===== src/rtl/mem_burst_reader_if.sv =====
// Bundle of every signal between mem_burst_reader and the blocks around it:
// the command side (start/base_addr/length/busy/done), the combinational read
// port of the pseudo-2-port memory (mem_read_addr/mem_qout) and the outgoing
// valid/ready word stream (out_data/out_valid/out_ready).
//   modport master : the burst reader itself
//   modport slave  : the environment (command source, memory, consumer)
interface mem_burst_reader_if #(
  parameter int WIDTH  = 16,
  parameter int HEIGHT = 256
);
  localparam int ADDR_W = $clog2(HEIGHT);

  logic              start;
  logic [ADDR_W-1:0] base_addr;
  logic [ADDR_W:0]   length;
  logic              busy;
  logic              done;
  logic [ADDR_W-1:0] mem_read_addr;
  logic [WIDTH-1:0]  mem_qout;
  logic [WIDTH-1:0]  out_data;
  logic              out_valid;
  logic              out_ready;

  modport master (
    input  start, base_addr, length, mem_qout, out_ready,
    output busy, done, mem_read_addr, out_data, out_valid
  );

  modport slave (
    output start, base_addr, length, mem_qout, out_ready,
    input  busy, done, mem_read_addr, out_data, out_valid
  );
endinterface


===== src/rtl/mem_burst_reader.sv =====
// Read-side burst master for the pseudo-2-port memory. A start command in
// IDLE latches a base address and a word count; the block then walks the
// address range through the memory's 0-cycle read port, registers each word
// and presents it on a valid/ready stream at up to one word per cycle.
// Ports:
//   clk  - rising-edge clock
//   rst  - synchronous active-high reset (aborts any burst, no done)
//   bus  - mem_burst_reader_if.master (command, memory read port, stream)
module mem_burst_reader #(
  parameter int WIDTH  = 16,
  parameter int HEIGHT = 256
) (
  input  logic                clk,
  input  logic                rst,
  mem_burst_reader_if.master  bus
);
  localparam int ADDR_W = $clog2(HEIGHT);
  localparam logic [ADDR_W-1:0] ADDR_ONE = ADDR_W'(1);
  localparam logic [ADDR_W-1:0] ADDR_TOP = ADDR_W'(HEIGHT - 1);
  localparam logic [ADDR_W:0]   REM_ONE  = (ADDR_W + 1)'(1);

  typedef enum logic [1:0] {IDLE, READ, DRAIN} state_t;

  state_t            state_q, state_d;
  logic [ADDR_W-1:0] addr_q,  addr_d;
  logic [ADDR_W:0]   rem_q,   rem_d;
  logic [WIDTH-1:0]  data_q,  data_d;
  logic              vld_q,   vld_d;
  logic              done_q,  done_d;
  logic              load;

  // Wraps explicitly so non-power-of-two depths also roll over at HEIGHT-1.
  function automatic logic [ADDR_W-1:0] next_addr(input logic [ADDR_W-1:0] a);
    return (a == ADDR_TOP) ? '0 : a + ADDR_ONE;
  endfunction

  always_ff @(posedge clk) begin
    if (rst) begin
      state_q <= IDLE;
      addr_q  <= '0;
      rem_q   <= '0;
      data_q  <= '0;
      vld_q   <= 1'b0;
      done_q  <= 1'b0;
    end else begin
      state_q <= state_d;
      addr_q  <= addr_d;
      rem_q   <= rem_d;
      data_q  <= data_d;
      vld_q   <= vld_d;
      done_q  <= done_d;
    end
  end

  always_comb begin
    state_d = state_q;
    addr_d  = addr_q;
    rem_d   = rem_q;
    data_d  = data_q;
    vld_d   = vld_q;
    done_d  = 1'b0;
    // The output register may be refilled when empty or when its current
    // word is being taken at this same edge.
    load    = !vld_q || bus.out_ready;
    unique case (state_q)
      IDLE: begin
        if (bus.start) begin
          addr_d = bus.base_addr;
          rem_d  = bus.length;
          if (bus.length == '0) done_d  = 1'b1;
          else                  state_d = READ;
        end
      end
      READ: begin
        if (load) begin
          data_d = bus.mem_qout;
          vld_d  = 1'b1;
          addr_d = next_addr(addr_q);
          rem_d  = rem_q - REM_ONE;
          if (rem_q == REM_ONE) state_d = DRAIN;
        end
      end
      DRAIN: begin
        // Last word is in the output register; finish once it is taken.
        if (vld_q && bus.out_ready) begin
          vld_d   = 1'b0;
          state_d = IDLE;
          done_d  = 1'b1;
        end
      end
      default: state_d = IDLE;
    endcase
  end

  assign bus.busy          = (state_q != IDLE);
  assign bus.done          = done_q;
  assign bus.mem_read_addr = addr_q;
  assign bus.out_data      = data_q;
  assign bus.out_valid     = vld_q;
endmodule


===== src/flat_wrapper.sv =====
// flat-port wrapper written by rule: the top's interface ports become plain ports
module mem_burst_reader_flat 
#(
  parameter int WIDTH  = 16,
  parameter int HEIGHT = 256
)
  (clk, rst, bus_start, bus_base_addr, bus_length, bus_mem_qout, bus_out_ready, bus_busy, bus_done, bus_mem_read_addr, bus_out_data, bus_out_valid);
  mem_burst_reader_if #(.WIDTH(WIDTH), .HEIGHT(HEIGHT)) bus_i ();
  input  logic clk;
  input  logic rst;
  input wire logic [$bits(bus_i.start)-1:0] bus_start;
  input wire logic [$bits(bus_i.base_addr)-1:0] bus_base_addr;
  input wire logic [$bits(bus_i.length)-1:0] bus_length;
  input wire logic [$bits(bus_i.mem_qout)-1:0] bus_mem_qout;
  input wire logic [$bits(bus_i.out_ready)-1:0] bus_out_ready;
  output wire logic [$bits(bus_i.busy)-1:0] bus_busy;
  output wire logic [$bits(bus_i.done)-1:0] bus_done;
  output wire logic [$bits(bus_i.mem_read_addr)-1:0] bus_mem_read_addr;
  output wire logic [$bits(bus_i.out_data)-1:0] bus_out_data;
  output wire logic [$bits(bus_i.out_valid)-1:0] bus_out_valid;
  assign bus_i.start = bus_start;
  assign bus_i.base_addr = bus_base_addr;
  assign bus_i.length = bus_length;
  assign bus_i.mem_qout = bus_mem_qout;
  assign bus_i.out_ready = bus_out_ready;
  assign bus_busy = bus_i.busy;
  assign bus_done = bus_i.done;
  assign bus_mem_read_addr = bus_i.mem_read_addr;
  assign bus_out_data = bus_i.out_data;
  assign bus_out_valid = bus_i.out_valid;
  mem_burst_reader #(.WIDTH(WIDTH), .HEIGHT(HEIGHT)) u_core (.clk(clk), .rst(rst), .bus(bus_i));
endmodule

===== config.mk =====
export PLATFORM = sky130hd
export DESIGN_NAME = mem_burst_reader_flat
export DESIGN_NICKNAME = d
export VERILOG_FILES = /design/src/rtl/mem_burst_reader_if.sv /design/src/rtl/mem_burst_reader.sv /design/src/flat_wrapper.sv
export SDC_FILE = /design/constraint.sdc
export NUM_CORES = 1
export LEC_CHECK = 0
export CAP_MARGIN = 10
export CORE_MARGIN = 3
export CORE_UTILIZATION = 30
export CTS_CLUSTER_SIZE = 30
export DETAILED_ROUTE_END_ITERATION = 16
export GPL_TIMING_DRIVEN = 0
export PLACE_DENSITY = 0.62
export SLEW_MARGIN = 20
export SYNTH_ARGS = -nofsm -noshare
export SYNTH_HDL_FRONTEND = slang
export SYNTH_SLANG_ARGS = --single-unit

===== constraint.sdc =====
create_clock -name clk -period 3.5 [get_ports clk]
set_input_delay 0.7 -clock clk [delete_from_list [all_inputs] [get_ports clk]]
set_output_delay 0.7 -clock clk [all_outputs]
set_load 0.01 [all_outputs]

==> results of run 1 <==
layout make-up:
cell class	count	area (sq um)
Timing Repair Buffer	63	631
Multi-Input combinational cell	184	1060
Buffer	15	68.8
Tap cell	75	93.8
Sequential cell	37	741
Fill cell	610	3260
Inverter	5	18.8
Clock inverter	1	30.0
Clock buffer	7	86.3
power groups by stage:
stage	clock network (uW)	logic (uW)	registers [uW]
2_1_floorplan	0	385	605
3_3_place_gp	0	665	596
3_5_place_dp	0	670	599
4_1_cts	401	672	590
5_1_grt	413	746	605
6_report	395	674	591
cells by family (layout without fill, tap and decap cells):
family / after synthesis / in the layout / share of synthesized area [%]
buf+inv: 20 / 91 / 4.65
mux: 1 / 1 / 0.597
compound gates: 77 / 77 / 26.1
fa+ha+maj: 3 / 3 / 1.99
simple gates: 103 / 103 / 27.4
flops: 37 / 37 / 39.3
registers in the layout, summed over array words and instances (netlist names):
| signal | flops |
|---|---|
| u_core.bus.out_data | 16 |
| u_core.bus.out_valid | 1 |
| u_core.bus.done | 1 |
| u_core.rem_q | 9 |
| u_core.bus.mem_read_addr | 8 |
| u_core.state_q | 2 |
path summary, 6_finish.rpt:
kind                     startpoint                     end  slack, ps  depth (start not counted)
min          u_core.bus.out_data[9]  u_core.bus.out_data[9]        460                          2
min reg2reg  u_core.bus.out_data[9]  u_core.bus.out_data[9]        460                          2
max               u_core.state_q[1]                bus_busy        950                          3
max reg2reg         u_core.rem_q[0]         u_core.rem_q[8]       1560                          6
worst min-delay path, delay by kind of cell (launching register included):
family / cells / cell delay (ps)
compound gates: 1 / 50
flops: 1 / 310
simple gates: 1 / 50
cells in the mapped netlist, types with 3 or more instances:
| cell type | n | area (sq um) |
|---|---|---|
| a21oi_1 | 37 | 185 |
| nand3_1 | 7 | 35.0 |
| buf_2 | 4 | 20.0 |
| nand3b_1 | 3 | 22.5 |
| o21ai_0 | 14 | 70.1 |
| nor3_1 | 5 | 25.0 |
| dfxtp_1 | 37 | 741 |
| nor2_1 | 13 | 48.8 |
| inv_1 | 5 | 18.8 |
| nor2b_1 | 5 | 31.3 |
| clkbuf_1 | 10 | 37.5 |
| a21o_1 | 3 | 22.5 |
| nand2b_1 | 4 | 25.0 |
| nor3b_1 | 3 | 22.5 |
| nor4_1 | 6 | 37.5 |
| ha_1 | 3 | 37.5 |
| nand2_1 | 43 | 161 |
| a211oi_1 | 6 | 45.0 |
cell usage in the layout, fill, tap and decap left out, drive strengths merged, types with 6 or more instances in the layout:
master / Yosys / routed
nand2: 43 / 43
nor4: 6 / 6
a211oi: 7 / 7
o21ai: 14 / 14
clkbuf: 10 / 17
dfxtp: 37 / 37
nor3: 6 / 6
a21oi: 38 / 38
clkdlybuf4s50: 0 / 63
nor2: 13 / 13
nand3: 7 / 7
through the flow:
stage               hold WS (ps)  total power (uW)
floorplan                    454               990
global placement             443              1260
detailed placement           447              1270
CTS                          457              1660
global route                 482              1760
finish                       455              1660
per-layer routing:
layer | GRT usage (%) | wire length, microns | vias to the layer above
met5 | 0 | 0 | -
met3 | 2.52 | 233 | 10
met2 | 25.9 | 2800 | 53
met4 | 5.76 | 76 | 0
li1 | - | - | 1006
met1 | 21.4 | 2680 | 953
==> summary.md, run 1 <==
| Metric | Value |
|---|---|
| Status | finished clean |
| Initial antenna violation count | 0 |
| Clk Latency, worst-skew pair | 300 ps |
| Finished Layout Cells | 387 |
| CTS tree | done |
| Number of flops mapped to enable cells by yosys | 0 |
| Switching part of the total power | 37.0% |
| Fin crit share | 72.9% |
| Syn Nets | 281 |
| MaxCap Viol Count | 0 |
| Design area | 0.00273 sq mm |
| CP Capture Type | primary output |
| Post-synthesis async set-or-reset flop share | 0% |
| Crit path time final | ~2600 ps |
| Placer's final routability congestion estimate | 0.849 |
| Finish-stage setup viols | 0 |
| Library cells used by synthesis | 47 |
| Sequential area share after synthesis | approximately 39% |
| Worst slew margin | 52.0% |
| Io pins | 64 |
| CTS Buf Count | 5 |
| Largest net degree at the start of global routing | 12 |
| CP max stage delay | 540 ps |
| Synthesized area per cell | 7.82 sq um |
| Global Route Usage Sum | 16.0% |
| Slew Limit Fails | 0 |
| Setup crit start kind | flop |
| CP Cell Sequence | clkbuf_1, or2_2, clkdlybuf4s50_1 |
| Routed wire length | just under 6000 microns |
| H-tree Lvls | 2 |
| Post-Synthesis Cells | 241 |
| Max FO, Critical Path | 10 |
| Rows | 28 |
| DR WL/cell | 15.0 microns |
| Remaining antenna violation count | 0 |
| Post-place setup slack | 953 ps |
| Worst-Margin Slew | 718 ps |
| Internal power | about 1000 uW |
| Max Buffers Root-to-Sink | 2 |
| Synth Warn # | 0 |
| Comb pwr share | 40.6% |
| Delay-heaviest family, CP | buffers and inverters |
| Starting Density | between 30% and 40% |
| Reg power frac | approximately 36% |
| Critical path's slowest cell | clkdlybuf4s50_1 |
| Syn Std Cell Area | 0.00189 sq mm |
| #FFs+latches synth | 37 |
| Max Clk Rate | 392 MHz |
| Drt initial violations | 110 |
| CTS hold repair buffers | 0 |
| Die footprint | 0.00727 sq mm |
| Placed Cells | 379 |
| Final core utilization | 45.5% |
| Clock network fraction of total power | between 20% and 30% |
| Final WS setup | 950 ps |
| Main synth FF type | dfxtp_1 |
| Area grow syn2layout | 44.6% |
| GR Overflow Total | 0 |
| CTS Sinks | 37 |
| Post-CTS setup repair buffer count | 0 |
| Critical Path RT | approximately 2800 ps |
| Max VDD drop | 0.000231 V |
| NetSw | 614 uW |
| Area post-placement | 0.00261 sq mm |
| Leakage Power | 0.000975 uW |
| Antenna cell count | 0 |
| Core ar. | between 0.005 and 0.006 sq mm |
| Clk slew on worst S/H paths | approximately 70 ps |
| RSZ-0062 raised after global routing | no |
| Clock Skews | roughly 11 ps |
| Die height | 85.3 microns |
| Crit path buf inv count | 2 |
| Port Buffers | 63 |
| Die width | 85.3 microns |
| Post_cts resized | 0 |
| Vias | 2022 |
| First-pass GRT wire length | 9420 microns |
| Drc violations | 0 |
| Clk root buf | clkbuf_8 |
| Share of cells above drive strength 1 | 6.41% |
| Crit path DAT | 1850 ps |
| Hold Vio Cnt, Final | 0 |
| Hold crit path type | flop to flop |
| DR vias/cell | between 5 and 6 |
| 1st-pass router iterations | 4 |
| Vias in the first global route | 1938 |
| Pwr Density | 609 mW/mm^2 |
| Post-Route Setup TNS | 0 ps |
| Nets | 351 |
| WS Path Type | flop to primary output |
| Dpl hpwl | ~4100 microns |
Note: power is estimated with default switching activity, not from simulation.
==> inputs of run 2 (changes only) <==
==> constraint.sdc (replaced) <==
create_clock -name clk -period 2.5 [get_ports clk]
set_input_delay 0.5 -clock clk [delete_from_list [all_inputs] [get_ports clk]]
set_output_delay 0.5 -clock clk [all_outputs]
set_load 0.01 [all_outputs]
==> results of run 2 <==
Same layout as run 1 (identical final DEF). Status: finished clean.
Among the figures that moved: setup slack after placement 953 ps -> 153 ps; setup slack after layout 950 ps -> 150 ps; register-to-register setup slack 1560 ps -> 560 ps; total power 1660 uW -> 2320 uW; worst IR drop on VDD 0.000231 V -> 0.000323 V
